### src/rtl/apuf_crp_ctrl_pkg.sv
// Shared definitions for the arbiter-PUF challenge/response controller:
// FSM state encoding, default geometry and the majority decision.
package apuf_pkg;

    localparam int NSTAGE_DEF = 16;
    localparam int SETTLE_DEF = 8;
    localparam int NEVAL_DEF  = 5;

    typedef enum logic [2:0] {
        IDLE,
        ARM,
        FIRE,
        WAIT,
        SAMPLE,
        DISCHG,
        DONE
    } state_t;

    // True when strictly more than half of the evaluations returned 1.
    function automatic logic majority(input int ones, input int neval);
        return ones > (neval / 2);
    endfunction

endpackage

### src/rtl/apuf_crp_ctrl_if.sv
// Challenge/response handshake plus the drive/sense lines of the PUF chain.
// The controller uses the slave view; the challenge source uses master.
interface apuf_crp_ctrl_if
    import apuf_pkg::*;
#(
    parameter int nStage = NSTAGE_DEF,
    parameter int NEVAL  = NEVAL_DEF
);
    localparam int CW = $clog2(NEVAL + 1);

    logic              chal_valid;
    logic              chal_ready;
    logic [nStage-1:0] chal;
    logic [nStage-1:0] cT;
    logic [nStage-1:0] cB;
    logic              trig;
    logic              arb_out;
    logic              resp_valid;
    logic              resp_ready;
    logic              resp;
    logic [CW-1:0]     resp_ones;

    modport master (
        output chal_valid, chal, arb_out, resp_ready,
        input  chal_ready, cT, cB, trig, resp_valid, resp, resp_ones
    );

    modport slave (
        input  chal_valid, chal, arb_out, resp_ready,
        output chal_ready, cT, cB, trig, resp_valid, resp, resp_ones
    );

endinterface

### src/rtl/apuf_crp_ctrl_sync2.sv
// Two-flop synchroniser with asynchronous active-high reset, used to bring
// the free-running arbiter decision into the clk domain.
module sync2 (
    input  logic clk,
    input  logic rst,
    input  logic d,
    output logic q
);
    logic meta;

    always_ff @(posedge clk or posedge rst) begin
        if (rst) begin
            meta <= 1'b0;
            q    <= 1'b0;
        end else begin
            meta <= d;
            q    <= meta;
        end
    end

endmodule

### src/rtl/apuf_crp_ctrl.sv
// Arbiter-PUF challenge/response controller: latches a challenge, fires the
// race NEVAL times with discharge gaps, and returns the majority-voted bit.
module apuf_crp_ctrl
    import apuf_pkg::*;
#(
    parameter int nStage = NSTAGE_DEF,
    parameter int SETTLE = SETTLE_DEF,
    parameter int NEVAL  = NEVAL_DEF
) (
    input logic              clk,
    input logic              rst,
    apuf_crp_ctrl_if.slave   bus
);
    localparam int CW = $clog2(NEVAL + 1);
    localparam int WW = $clog2(SETTLE);

    state_t        state;
    logic [CW-1:0] eval_cnt;
    logic [CW-1:0] ones;
    logic [WW-1:0] wait_cnt;
    logic          arb_s;
    logic [CW-1:0] ones_nxt;

    sync2 u_sync (
        .clk (clk),
        .rst (rst),
        .d   (bus.arb_out),
        .q   (arb_s)
    );

    assign ones_nxt = ones + CW'(arb_s);

    // Outputs are set on the transition into a state so they are glitch-free
    // and valid for the whole state duration.
    always_ff @(posedge clk or posedge rst) begin
        if (rst) begin
            state          <= IDLE;
            eval_cnt       <= '0;
            ones           <= '0;
            wait_cnt       <= '0;
            bus.chal_ready <= 1'b0;
            bus.cT         <= '0;
            bus.cB         <= '0;
            bus.trig       <= 1'b0;
            bus.resp_valid <= 1'b0;
            bus.resp       <= 1'b0;
            bus.resp_ones  <= '0;
        end else begin
            case (state)
                IDLE: begin
                    bus.chal_ready <= 1'b1;
                    if (bus.chal_valid && bus.chal_ready) begin
                        bus.cT         <= bus.chal;
                        bus.cB         <= bus.chal;
                        eval_cnt       <= '0;
                        ones           <= '0;
                        bus.chal_ready <= 1'b0;
                        state          <= ARM;
                    end
                end
                ARM: begin
                    bus.trig <= 1'b1;
                    state    <= FIRE;
                end
                FIRE: begin
                    wait_cnt <= '0;
                    state    <= WAIT;
                end
                WAIT: begin
                    if (wait_cnt == WW'(SETTLE - 1)) begin
                        bus.trig <= 1'b0;
                        state    <= SAMPLE;
                    end else begin
                        wait_cnt <= wait_cnt + 1'b1;
                    end
                end
                SAMPLE: begin
                    ones     <= ones_nxt;
                    eval_cnt <= eval_cnt + 1'b1;
                    if (eval_cnt == CW'(NEVAL - 1)) begin
                        bus.resp_valid <= 1'b1;
                        bus.resp       <= majority(int'(ones_nxt), NEVAL);
                        bus.resp_ones  <= ones_nxt;
                        state          <= DONE;
                    end else begin
                        wait_cnt <= '0;
                        state    <= DISCHG;
                    end
                end
                DISCHG: begin
                    if (wait_cnt == WW'(SETTLE - 1)) begin
                        bus.trig <= 1'b1;
                        state    <= FIRE;
                    end else begin
                        wait_cnt <= wait_cnt + 1'b1;
                    end
                end
                DONE: begin
                    if (bus.resp_ready) begin
                        bus.resp_valid <= 1'b0;
                        bus.chal_ready <= 1'b1;
                        state          <= IDLE;
                    end
                end
                default: state <= IDLE;
            endcase
        end
    end

endmodule

### src/flat_wrapper.sv
// flat-port wrapper written by rule: the top's interface ports become plain ports
module apuf_crp_ctrl_flat import apuf_pkg::*;
#(
    parameter int nStage = NSTAGE_DEF,
    parameter int SETTLE = SETTLE_DEF,
    parameter int NEVAL  = NEVAL_DEF
)
  (clk, rst, bus_chal_valid, bus_chal, bus_arb_out, bus_resp_ready, bus_chal_ready, bus_cT, bus_cB, bus_trig, bus_resp_valid, bus_resp, bus_resp_ones);
  apuf_crp_ctrl_if #(.nStage(nStage), .NEVAL(NEVAL)) bus_i ();
  input logic clk;
  input logic rst;
  input wire logic [$bits(bus_i.chal_valid)-1:0] bus_chal_valid;
  input wire logic [$bits(bus_i.chal)-1:0] bus_chal;
  input wire logic [$bits(bus_i.arb_out)-1:0] bus_arb_out;
  input wire logic [$bits(bus_i.resp_ready)-1:0] bus_resp_ready;
  output wire logic [$bits(bus_i.chal_ready)-1:0] bus_chal_ready;
  output wire logic [$bits(bus_i.cT)-1:0] bus_cT;
  output wire logic [$bits(bus_i.cB)-1:0] bus_cB;
  output wire logic [$bits(bus_i.trig)-1:0] bus_trig;
  output wire logic [$bits(bus_i.resp_valid)-1:0] bus_resp_valid;
  output wire logic [$bits(bus_i.resp)-1:0] bus_resp;
  output wire logic [$bits(bus_i.resp_ones)-1:0] bus_resp_ones;
  assign bus_i.chal_valid = bus_chal_valid;
  assign bus_i.chal = bus_chal;
  assign bus_i.arb_out = bus_arb_out;
  assign bus_i.resp_ready = bus_resp_ready;
  assign bus_chal_ready = bus_i.chal_ready;
  assign bus_cT = bus_i.cT;
  assign bus_cB = bus_i.cB;
  assign bus_trig = bus_i.trig;
  assign bus_resp_valid = bus_i.resp_valid;
  assign bus_resp = bus_i.resp;
  assign bus_resp_ones = bus_i.resp_ones;
  apuf_crp_ctrl #(.nStage(nStage), .SETTLE(SETTLE), .NEVAL(NEVAL)) u_core (.clk(clk), .rst(rst), .bus(bus_i));
endmodule
### config.mk
export PLATFORM = sky130hd
export DESIGN_NAME = apuf_crp_ctrl_flat
export DESIGN_NICKNAME = d
export VERILOG_FILES = /design/src/rtl/apuf_crp_ctrl_pkg.sv /design/src/rtl/apuf_crp_ctrl_if.sv /design/src/rtl/apuf_crp_ctrl_sync2.sv /design/src/rtl/apuf_crp_ctrl.sv /design/src/flat_wrapper.sv
export SDC_FILE = /design/constraint.sdc
export NUM_CORES = 1
export LEC_CHECK = 0
export CELL_PAD_IN_SITES_DETAIL_PLACEMENT = 1
export CELL_PAD_IN_SITES_GLOBAL_PLACEMENT = 1
export CORE_MARGIN = 1
export CORE_UTILIZATION = 32
export CTS_CLUSTER_DIAMETER = 60
export CTS_CLUSTER_SIZE = 20
export DETAILED_ROUTE_END_ITERATION = 7
export PLACE_DENSITY = 0.84
export SYNTH_ARGS = -nofsm -noshare
export SYNTH_HDL_FRONTEND = slang
export SYNTH_HIERARCHICAL = 1
export SYNTH_SLANG_ARGS = --single-unit
export TNS_END_PERCENT = 10
### constraint.sdc
create_clock -name clk -period 1.6 [get_ports clk]
set_input_delay 0.32 -clock clk [delete_from_list [all_inputs] [get_ports clk]]
set_output_delay 0.32 -clock clk [all_outputs]
set_load 0.01 [all_outputs]
After elaboration in Yosys (flattened, before gate mapping)
Cells that the tools add are included. W data, S select, Z words.

Flip-flop bits (word level): 37. Bits in latches: 0. RAM bits: 0. Memory bits (read-only): 0. Input bits: 21. Output and inout bits: 39. Logic and storage cells: 68. Memories kept: 0.

$add $sub $neg: 3. $mul: 0. Div/mod/pow operators: 0. Order comparisons: 1. Eq/ne operators: 15. Shifts and indexed selects: 0. Mux-type cells: 21. Bitwise operators: 0. Reduce and logical (&&, ||, !) cells: 16.

Operators with widths (number): $mux W3 (7); $pmux W3 S7 (1); $eq A3 B3 Y1 const B (5); $pmux W3 S2 (2); $pmux W3 S3 (1); $reduce_and A3 Y1 (3); $ne A2 B1 Y1 const B (4); $reduce_and A2 Y1 (4); $add A3 B1 Y3 const B (2); $eq A3 B2 Y1 const B (2); $mux W1 (6); $ne A2 B2 Y1 const B (3); $reduce_bool A2 Y1 (3); $reduce_bool A3 Y1 (2); $pmux W1 S2 (2); $reduce_and A4 Y1 (1); $add A3 B1 Y3 (1); $eq A3 B1 Y1 const B (1); $gt A3 B2 Y1 const B (1); $logic_not A3 Y1 (1); $pmux W1 S3 (1); $mux W2 (1); $reduce_or A2 Y1 (1); $logic_and A1 B1 Y1 (1).

Logic depth before layout (Yosys ltp)
Gate-level depths: netlist of run 1.

Word-level depth: 4. Depth in mapped cells: 6. Mapped depth without buffers: 5.

Hierarchy
The synthesis of run 1 kept the hierarchy.

By module, submodules not included: apuf_crp_ctrl (times used 1, cells an instance 156, area each 1824.2 um2); sync2 (times used 1, cells an instance 3, area each 53.8 um2).

Least setup slack after synthesis of run 1
OpenSTA, ideal clock, no wires.

Kind: register to register. From: register u_core.wait_cnt[0]. To: register u_core.wait_cnt[2]. Setup time: 0.126 ns. Arrival: 1.620 ns. Path slack: -0.146 ns. Cell stages (with the launch flop): 6. Period minus slack after synthesis: 1.746 ns. Path through: dfrtp_1 ha_1 ha_1 clkbuf_1 a221o_1 a221o_1.

Word-level cells in the longest chain between the ends: 3.

Ends and longest elaborated chain: start: declaration (line apuf_crp_ctrl.sv:20) `logic [WW-1:0] wait_cnt;`; start signal: assignment (line apuf_crp_ctrl.sv:74) `wait_cnt <= wait_cnt + 1'b1;`; start signal: assignment (line apuf_crp_ctrl.sv:95) `wait_cnt <= wait_cnt + 1'b1;`; $add A3 B1 Y3 or $eq A3 B3 Y1 (tied branches); $mux W3 or $ne A2 B2 Y1 (tied branches); $pmux W3 S3 or $reduce_and A3 Y1 (tied branches).

Parallel ways exist; a longest one is shown, timed or not. The select of a mux whose other input is x is not followed. A chain may end at the register's enable or synchronous reset.

Worst setup path after layout of run 1
From: register u_core.wait_cnt[1]. To: register u_core.wait_cnt[2].

Same word-level chain as after synthesis.

==> results of run 1 <==
[cell type report]
type	instances	share of cell area, %
clock buffer	7	3.22
sequential	37	34.5
inverter	11	1.54
multi-input combinational	86	28.3
tap	72	3.36
clock inverter	1	1.12
timing repair buffer	75	28.0
[power groups by stage]
stage	registers (mW)	clock network, mW	logic (mW)
2_1_floorplan	1.56	0	1.13
3_3_place_gp	1.49	0	1.97
3_5_place_dp	1.51	0	2.06
4_1_cts	1.50	0.871	2.08
5_1_grt	1.53	0.920	2.25
6_report	1.49	0.848	2.08
[Yosys cell counts, types with 2 or more instances]
library cell  instances  area share, %
nor2_1                4           0.80
dfrtp_1              37             49
nand2b_1              4            1.3
mux2_4                9            7.2
buf_4                16            6.4
o2bb2ai_1             2           0.93
a221o_1               3            1.6
a22o_1                3            1.4
buf_6                 2            1.2
ha_1                  6            4.0
o31ai_1               2           0.80
inv_1                11            2.2
o21ai_0               5            1.3
a311oi_1              2           0.93
nand2_1               4           0.80
nand3b_1              2           0.80
mux2_2               11            6.6
a21oi_1              10            2.7
clkbuf_1              5            1.0
nor4b_1               3            1.4
[worst register-to-register path: stages, from the launching register on]
cell	delay, ns
dfrtp_1	0.41
ha_2	0.19
ha_2	0.20
a221o_1	0.34
a221o_1	0.32
[metrics by stage]
step	util (%)	total power, mW	TNS, ns	hold WS, ns
CTS	47.5	4.45	-0.0156	0.197
floorplan	-	2.69	-0.351	0.0612
detailed placement	45.4	3.57	-4.66	0.338
global route	48.2	4.70	-0.00260	0.229
global placement	45.4	3.46	-4.45	0.333
finish	48.2	4.42	0	0.203
[routing by layer]
layer / share of wire [%] / up-vias / GRT usage, %
li1: - / 654 / -
met1: 43 / 680 / 17.9
met2: 49 / 49 / 26.5
met3: 6.2 / 8 / 5.00
met4: 1.7 / 0 / 4.44
met5: 0 / - / 0
[cells in the final DEF (no fill, tap or decap), types with 3 or more instances in the layout]
cell / n
nand2_1: 4
mux2_4: 9
nand2b_1: 4
o21ai_0: 4
a21oi_1: 10
nor2_1: 4
inv_1: 11
a221o_1: 3
ha_2: 3
a22o_1: 3
dlymetal6s2s_1: 3
clkdlybuf4s50_1: 56
ha_1: 3
buf_4: 12
clkbuf_8: 6
dfrtp_1: 37
mux2_2: 11
[cell families (layout without fill, tap and decap cells)]
family / after synthesis / in the layout
DFF: 37 / 37
buffers and inverters: 36 / 94
AOI/OAI and AO/OA: 31 / 31
and+or+nand+nor: 27 / 27
adders and majority gates: 6 / 6
muxes: 21 / 21
xor gates and xnor gates: 1 / 1
[state kept, by name, summed over array words and instances (netlist names)]
name                   count
u_core/bus.cB             16
u_core/bus.chal_ready      1
u_core/bus.resp            1
u_core/bus.resp_ones       3
u_core/bus.resp_valid      1
u_core/bus.trig            1
u_core/eval_cnt            3
u_core/ones                3
u_core/state               3
u_core/u_sync/meta         1
u_core/u_sync/q            1
u_core/wait_cnt            3
[repair_timing]
action                     4_1_cts  5_1_grt
setup endpoints to repair        4       24
resized for setup                0       10
setup buffers                    0        1
hold endpoints to repair         0        0
[worst max-delay path by stage]
stage | endpoint | from | cells after the start | slack (ns)
after floorplan | u_core/bus.cB[0]$_DFFE_PP0P_ | u_core/state[2]$_DFFE_PP0P_ | 5 | -0.03
after global placement | u_core/bus.cB[11]$_DFFE_PP0P_ | bus_chal_valid | 5 | -0.26
after detailed placement | u_core/bus.cB[1]$_DFFE_PP0P_ | bus_chal_valid | 5 | -0.27
after CTS | u_core/bus.cB[2]$_DFFE_PP0P_ | u_core/state[1]$_DFFE_PP0P_ | 4 | -0.008
after global routing | u_core/wait_cnt[0]$_DFFE_PP0P_ | u_core/wait_cnt[1]$_DFFE_PP0P_ | 6 | -0.003
final | u_core/wait_cnt[2]$_DFFE_PP0P_ | u_core/wait_cnt[1]$_DFFE_PP0P_ | 4 | 0.03
==> summary.md, run 1 <==
| Metric | Value |
|---|---|
| Status | completed |
| Min-Delay Path Class | input pin to asynchronous set/reset pin |
| Post-Synth Simple-Gate Area | about 9% |
| Net count, final | roughly 240 |
| Multi-input gate area | 761 µm² |
| Syn Nets | ~190 |
| WP data arrival | 1.75 ns |
| Worst-margin pin slew | 0.297 ns |
| CP top delay family | compound AO/OA/AOI/OAI gates |
| NetSw | ~1.4 mW |
| Distinct cells, synth | 38 |
| Core outline area | approximately 0.0056 mm² |
| Sequential Area | approximately 930 µm² |
| Die span in y | around 79 µm |
| Part of the power in registers | 33.7% |
| Placed cells | 280 |
| Dpl ws | -0.273 ns |
| GRT Residual Overflow | 0 |
| Synth Area in Adders | ~4% |
| Starting Density | between 30% and 40% |
| Initial antenna violation count | 0 |
| R2r setup slk | 0.03 ns |
| Die X-Extent | 78.6 µm |
| Setup Skew | 0.00423 ns |
| Clock Latency Late Sink | roughly 0.29 ns |
| First-pass GRT wire length | approximately 7000 µm |
| Layout cell share with drive strength beyond 1 | a little under a quarter |
| Rel. slew slack | between 70 and 80% |
| Critical path, cell by cell | ha_2 -> ha_2 -> a221o_1 -> a221o_1 |
| Full die area | between 0.006 and 0.007 mm² |
| Critical Path Sink Type | flop |
| CP Launch Type | flop |
| Post-synthesis sequential area ratio | between 40% and 50% |
| Final Cycle Share | between 90% and 100% |
| Largest stage delay on the critical path | 0.41 ns |
| Clock Power Share | a little under a fifth |
| DRT antenna net count | 0 |
| Fin area | about 0.0027 mm² |
| Primary FF master, synth | dfrtp_1 |
| Fill cells | around 590 |
| Crit Path Category | flop to flop |
| Largest family of logic cells by synthesized area | multiplexers |
| Slew Viols, Final | 0 |
| I/O pin count | 60 |
| Synth Area in Compound Gates | between 10% and 20% |
| Final setup vio count | 0 |
| CTS tree | yes |
| Worst setup margin | 0.0283 ns |
| Ys Warns | 6 |
| DR vias | 1391 |
| I/O Buffers | 59 |
| Largest net degree at the start of global routing | 36 |
| CTS Buf Count | 5 |
| RSZ-0062 raised after global routing | yes |
| Row cnt | 27 |
| Hold-fix buffers at CTS | 0 |
| P&R area growth vs syn | 43.0% |
| Post-DP HPWL | 3200 µm |
| Post-Layout Cell Count | approximately 290 |
| Switching Fraction | between 30% and 40% |
| Drt wl/cell | ~15 µm |
| Max Clk Rate | approximately 640 MHz |
| FF-to-FF Start | u_core/wait_cnt[1]$_DFFE_PP0P_ |
| CP max FO | 5 |
| Mux cell area share after synthesis | between 10 and 15% |
| Ys async rst share | between 90% and 100% |
| Synth Cell Area | 0.00188 mm² |
| CTS root buffer | clkbuf_8 |
| Slowest CP cell | dfrtp_1 |
| Number of synthesized flops with an enable pin | 0 |
| Buffer and inverter count on the worst path | 0 |
| Min cycle time layout | approximately 1.6 ns |
| Seq cells post-synth | 37 |
| LEAKAGE | around 1.2 nW |
| Cell Int Power | 3.00 mW |
| Mapped Cells | between 150 and 200 |
| Critical R2R Capture | u_core/wait_cnt[2]$_DFFE_PP0P_ |
| Vias per std cell | between 4 and 5 |
| Diodes inserted | 0 |
| Max Cap Viol | 0 |
| Combinational share of power | between 40 and 50% |
| Clock sinks | 37 |
| Final GP Congestion | ~0.7 |
| Vias in the first global route | between 1000 and 1500 |
| Power Dens Cells | roughly 1600 mW/mm² |
| Bufs on Longest Clock Path | 2 |
| GRT Total Usage | 15.3% |
| Htree depth | 2 |
| Final hold violation count | 0 |
| Avg Inst Size Synth | ~12 µm² |
| Worst EP required | 1.78 ns |
| Peak supply drop | 0.624 mV |
| R2R cell count | 4 |
| WL final | 4440 µm |
| Xor and xnor area share after synthesis | less than 1% |
| Clock slew at reported path FFs | roughly 0.080 ns |
| Drt pass-1 iters | 4 |
| Cell Area, Placed | about 0.0025 mm² |
| Remaining DRCs | 0 |
| Drt initial violations | 45 |
No activity file was read; power rests on OpenSTA's default activity.
==> inputs of run 2 (changes only) <==
ABC_AREA = 1   (was not set)
CORE_UTILIZATION = 30   (was 32)
==> run 2 against run 1 <==
Against the previous run: sequential power shrank 36%; core utilization shrank 3.9 points; synthesized cell count grew 31%; highest routed layer unchanged; via count is 10% higher; clock-buffer cell count fell by 1; sequential share of layout area increased by 2.4 points; worst setup slack improved by 0.020 ns; synthesized area fell by 3.4%; routed wire length decreased by 2.1%; total power is 57% lower; hold slack better by 0.0038 ns; die area rose by 3.0%.
==> summary.md, run 2 <==
| Metric | Value |
|---|---|
| Status | completed |
| LEAKAGE | roughly 1.3 nW |
| Cell Int Power | between 1.5 and 2 mW |
| Final GP Congestion | roughly 0.74 |
| Seq cells post-synth | 37 |
| Worst-margin pin slew | 0.311 ns |
| DR vias | between 1500 and 2000 |
| Critical path, cell by cell | clkdlybuf4s50_1 |
| WL final | between 4000 and 5000 µm |
| CTS Buf Count | 5 |
| Synth Cell Area | about 0.0018 mm² |
| Mapped Cells | roughly 210 |
| Buffer and inverter count on the worst path | 1 |
| GR Util met3 | just under 4% |
| Layout cell share with drive strength beyond 1 | under 10% |
| Syn Nets | roughly 240 |
| CP Launch Type | flop |
| Final hold violation count | 0 |
| Vias in the first global route | 1551 |
| Largest register FFs | 16 |
| Core Util, Final | around 44% |
| Clock sinks | 37 |
| Area leader, netlist | dfrtp_1 |
| Switching Fraction | ~21% |
| Most common cell in the netlist | nand2_1 |
| List of most frequent post-synthesis cells | 87 x nand2_1, 37 x dfrtp_1, 17 x buf_4, 15 x nand3_1, 13 x inv_1 |
| Hold-fix buffers at CTS | 0 |
| Die X-Extent | ~80 µm |
| Clock slew at reported path FFs | ~0.080 ns |
| Number of synthesized flops with an enable pin | 0 |
| Worst EP required | roughly 1.3 ns |
| Drt initial violations | 52 |
| Drt pass-1 iters | 4 |
| Net count, final | roughly 290 |
| Ys async rst share | 100% |
| Clock Power Share | 43.9% |
| Met1 Use GR | roughly 17% |
| Remaining DRCs | 0 |
| Critical Path Sink Type | output pin |
| Final setup vio count | 0 |
| Distinct cells, synth | 23 |
| Synth top area cells | dfrtp_1 51%, nand2_1 18%, buf_4 7.0% |
| Rel. slew slack | just under 80% |
| P&R area growth vs syn | 38.3% |
| Slowest CP cell | clkdlybuf4s50_1 |
| I/O pin count | 60 |
| Peak supply drop | about 0.38 mV |
| GRT Residual Overflow | 0 |
| RSZ-0062 raised after global routing | no |
| DRT antenna net count | 0 |
| Post-synthesis sequential area ratio | 51.0% |
| NetSw | approximately 0.40 mW |
| Post-CTS Setup Bufs | 0 |
| Max Clk Rate | between 600 and 700 MHz |
| Post-DP HPWL | about 3200 µm |
| Fill cells | around 660 |
| WP data arrival | about 1.2 ns |
| CTS root buffer | clkbuf_8 |
| Starting Density | between 30% and 40% |
| Full die area | 0.00636 mm² |
| CP max FO | 3 |
| Min cycle time layout | between 1.5 and 2 ns |
| Drt wl/cell | about 13 µm |
| Post-CTS Resized | 0 |
| Primary FF master, synth | dfrtp_1 |
| Part of the power in registers | 49.9% |
| Share of the synthesized area in the top cell type | about half |
| Clock Latency Late Sink | ~0.29 ns |
| Gr busiest metal | met2 |
| Vias per std cell | about 4.6 |
| Crit Path Category | flop to output pin |
| Tot Pwr | ~1.9 mW |
| Diodes inserted | 0 |
| Fin area | approximately 0.0025 mm² |
| Max Cap Viol | 0 |
| First-pass GRT wire length | ~7100 µm |
| Combinational share of power | 6.2% |
| Row cnt | 27 |
| CTS tree | yes |
| GRT Total Usage | between 10 and 15% |
| Min-Delay Path Class | input pin to asynchronous set/reset pin |
| Largest stage delay on the critical path | about 0.55 ns |
| Commonest non-fill, non-tap cells in the layout | 87 x nand2_1, 54 x clkdlybuf4s50_1, 37 x dfrtp_1, 15 x nand3_1, 13 x inv_1 |
| Ys Warns | 6 |
| Slew Viols, Final | 0 |
| Biggest register | u_core/bus.cB |
| I/O Buffers | 59 |
| Avg Inst Size Synth | 8.68 µm² |
| Power Dens Cells | about 760 mW/mm² |
| Setup Skew | around 0.0065 ns |
| Largest net degree at the start of global routing | 36 |
| CP top delay family | buffers and inverters |
| Die span in y | around 80 µm |
| Core outline area | 0.00568 mm² |
| Htree depth | 2 |
| Commonest non-fill, non-tap cell in the layout | nand2_1 |
| Initial antenna violation count | 0 |
| Cell Area, Placed | between 0.002 and 0.0025 mm² |
| Bufs on Longest Clock Path | 2 |
| Final Cycle Share | 97.0% |
| GR met2 Demand/Resource | about a quarter |
==> run 2: changes by cell type after synthesis, sizes merged, moves of 4 or more <==
cell / before / now
inv: 11 / 17
nand2b: 4 / 0
nand2: 4 / 89
mux2: 20 / 0
a21oi: 10 / 1
nand3: 1 / 16
clkbuf: 5 / 0
==> run 2: area by class of cell <==
type	instances	area (µm²)	area share, %
Timing Repair Buffer	63	646	25.7
Clock inverter	2	37.5	1.50
Tap cell	72	90.1	3.59
Inverter	17	63.8	2.54
Multi-Input combinational cell	134	664	26.5
Clock buffer	6	82.6	3.29
Sequential cell	37	926	36.9
==> run 2: stage by stage <==
stage | std cells | hold WS, ns | setup WS, ns | setup TNS [ns]
CTS | 331 | 0.201 | 0.0234 | 0
finish | 331 | 0.207 | 0.0488 | 0
global placement | 323 | 0.334 | 0.0577 | 0
detailed placement | 323 | 0.336 | -0.0340 | -0.0560
floorplan | 209 | 0.0612 | 0.333 | 0
global route | 331 | 0.218 | 0.000693 | 0
==> run 2: worst paths after layout <==
path	from	end	slack, ns	cells past startpoint
max	u_core/bus.cB[7]$_DFFE_PP0P_	bus_cB[7]	0.05	1
min	rst	u_core/u_sync/meta$_DFF_PP0_	0.21	2
max reg2reg	u_core/eval_cnt[0]$_DFFE_PP0P_	u_core/bus.resp$_DFFE_PP0P_	0.19	9
min reg2reg	u_core/u_sync/meta$_DFF_PP0_	u_core/u_sync/q$_DFF_PP0_	0.35	0
max in group asynchronous	rst	u_core/state[0]$_DFFE_PP0P_	1.01	3
min in group clk	u_core/u_sync/meta$_DFF_PP0_	u_core/u_sync/q$_DFF_PP0_	0.35	0
==> run 2: kinds of logic after synthesis <==
logic type / after synthesis / share of synthesized area [%]
AND/OR/NAND/NOR: 112 / 27.0
buffers and inverters: 38 / 12.3
flip-flops: 37 / 51.0
AO/OA/AOI/OAI: 13 / 4.07
adder cells (fa/ha/maj): 6 / 4.14
XOR/XNOR: 3 / 1.45
==> run 2: power by group through the flow <==
stage	Clock, mW	Sequential (mW)	Combinational, mW
3_3_place_gp	0	0.975	0.114
6_report	0.842	0.958	0.118
4_1_cts	0.874	0.959	0.121
3_5_place_dp	0	0.976	0.118
2_1_floorplan	0	0.974	0.0471
5_1_grt	0.917	0.960	0.132
==> run 2: metal layers <==
metal / share of wire [%] / vias to the layer above
li1: - / 729
met1: 45 / 738
met2: 47 / 61
met3: 5.9 / 8
met4: 1.6 / 0
met5: 0 / -
==> inputs of run 3 (changes only) <==
GPL_ROUTABILITY_DRIVEN = 0   (was not set)
==> results of run 3 <==
No change in the layout: final DEF, timing and power equal those of run 2.
==> variant, RTL diff (flow settings as in run 3) <==
Encoding of `state_t`: now one-hot (7 bits for 7 states).
--- a/src/rtl/apuf_crp_ctrl_pkg.sv
+++ b/src/rtl/apuf_crp_ctrl_pkg.sv
@@ -8,10 +8,10 @@
 
-    typedef enum logic [2:0] {
-        IDLE,
-        ARM,
-        FIRE,
-        WAIT,
-        SAMPLE,
-        DISCHG,
-        DONE
+    typedef enum logic [6:0] {
+        IDLE   = 7'b0000001,
+        ARM    = 7'b0000010,
+        FIRE   = 7'b0000100,
+        WAIT   = 7'b0001000,
+        SAMPLE = 7'b0010000,
+        DISCHG = 7'b0100000,
+        DONE   = 7'b1000000
     } state_t;
Behaviour: same outputs for any inputs over 10 cycles, from zero or initial values and one cycle with rst high; not proved beyond that.
==> variant against run 3 <==
- sequential share of layout area down 0.77 points
- setup slack lost 0.0023 ns
- highest routed layer unchanged
- largest cell class unchanged
- critical path depth did not move
- wire length rose by 17%
- area after synthesis grew 15%
- design area is 13% higher
- sequential cell count grew 4
- register-to-register slack worse by 0.12 ns
Power is not compared: it rests on default switching activity, and its combinational part moved more than twofold at a synthesized area within 25%.
==> variant: results (changes against run 3) <==
The launch point of the worst path was u_core/bus.chal_ready$_DFFE_PP0P_ (was u_core/bus.cB[7]$_DFFE_PP0P_). The share of synthesized area occupied by flip-flops and latches came out at 49.2% (was 51.0%). The first-pass GRT wire length is 8480 um (was 7090 um). The total cell area at the placement stage was 2720 um2 (was 2380 um2). Most frequent cells after synthesis: sky130_fd_sc_hd__nand2_1 (70), sky130_fd_sc_hd__dfrtp_1 (40), sky130_fd_sc_hd__o21ai_0 (19), sky130_fd_sc_hd__inv_1 (18), sky130_fd_sc_hd__nor2_1 (17) (was sky130_fd_sc_hd__nand2_1 (87), sky130_fd_sc_hd__dfrtp_1 (37), sky130_fd_sc_hd__buf_4 (17), sky130_fd_sc_hd__nand3_1 (15), sky130_fd_sc_hd__inv_1 (13)). The capture point of the worst path is bus_chal_ready (was bus_cB[7]). Top cells by area in the synthesized netlist: sky130_fd_sc_hd__dfrtp_1 (48%), sky130_fd_sc_hd__nand2_1 (13%), sky130_fd_sc_hd__buf_4 (5.8%) (was sky130_fd_sc_hd__dfrtp_1 (51%), sky130_fd_sc_hd__nand2_1 (18%), sky130_fd_sc_hd__buf_4 (7.0%)). The DRC violation total after the first TritonRoute iteration came out at 82 (was 52).

The post-detailed-route wirelength per cell is 13.6 um (was 13.1 um). The number of detailed-routing iterations run before antenna repair came out at 6 (was 4). The static leakage power is 1.40 nW. The via density per instance came out at 4.60 (was 4.64).

The highest attainable clock frequency is 644 MHz (was 645 MHz). The setup slack after placement is -0.00650 ns (was -0.0340 ns). The via count of the first global-routing pass is 1860 (was 1551). The reg2reg setup slack came out at 0.07 ns (was 0.19 ns). The cell depth of the worst flop-to-flop path came out at 8 (was 9). Outcome: completed (unchanged).

The placed wire-length estimate came out at 3800 um (was 3210 um). The worst reg2reg path endpoint is u_core/bus.cB[10]$_DFFE_PP0P_ (was u_core/bus.resp$_DFFE_PP0P_). The net count of the mapped netlist came to 265 (was 236). The largest net degree at the start of global routing came out at 40 (was 36). The origin of the critical flop-to-flop path is u_core/state[0]$_DFFE_PP1P_ (was u_core/eval_cnt[0]$_DFFE_PP0P_). The final net count came out at 320 (was 285). The count of filler cells inserted in the layout came out at 768 (was 656). The slew at the pin with the worst max-slew slack is 0.230 ns (was 0.311 ns).

The clock skew came out at 0.0110 ns (was 0.00648 ns). The worst slack on hold paths came out at 0.197 ns (was 0.207 ns). The share of post-route cells with drive strength above 1 is 14.6% (was 8.49%).
[variant: cell types whose count changed in the layout (fill, tap and decap cells not counted), sizes merged, moves of 2 or more]
cell,delta
xor2,-2
dfrtp,+3
a21boi,-2
buf,+5
nor2,+17
o21ai,+14
nand2,-6
inv,+3
clkdlybuf4s50,+4
dlymetal6s2s,-4
[variant: routing by layer]
metal,up-vias,part of all wire [%],track usage (%)
met2,29,53,26.6
met5,-,0,0
li1,840,-,-
met4,0,0.73,4.09
met1,846,43,17.6
met3,4,3.1,2.92
[variant: metrics by stage]
step           utilization, %  power [mW]  instances
2_1_floorplan               -        2.83        238
3_3_place_gp             40.2        3.61        366
3_5_place_dp             40.2        3.71        366
4_1_cts                  41.9        4.59        374
5_1_grt                  42.1        4.85        374
6_report                 42.1        4.55        374
[variant: power groups by stage]
stage | clock, mW | sequential (mW) | combinational [mW]
6_report | 0.863 | 1.52 | 2.16
5_1_grt | 0.926 | 1.56 | 2.36
4_1_cts | 0.884 | 1.53 | 2.18
3_5_place_dp | 0 | 1.54 | 2.17
3_3_place_gp | 0 | 1.54 | 2.08
2_1_floorplan | 0 | 1.61 | 1.23
[variant: cell families (layout without fill, tap and decap cells)]
group                      Yosys count  count (layout)  synth area share [%]
and+or+nand+nor                    125             125                  29.4
adders and majority gates            6               6                  3.59
xor gates and xnor gates             2               2                 0.839
AOI/OAI and AO/OA                   24              24                  5.75
buffers and inverters               40              96                  11.2
DFF                                 41              41                  49.2
[variant: layout make-up]
type | count | area, um2 | share of cell area, %
repair buffers | 68 | 686 | 24.1
clock buffers | 7 | 86.3 | 3.04
multi-input cells | 157 | 835 | 29.3
clock inverters | 1 | 30.0 | 1.06
flip-flops and latches | 41 | 1030 | 36.1
well taps | 80 | 100 | 3.52
inverters | 20 | 80.1 | 2.82
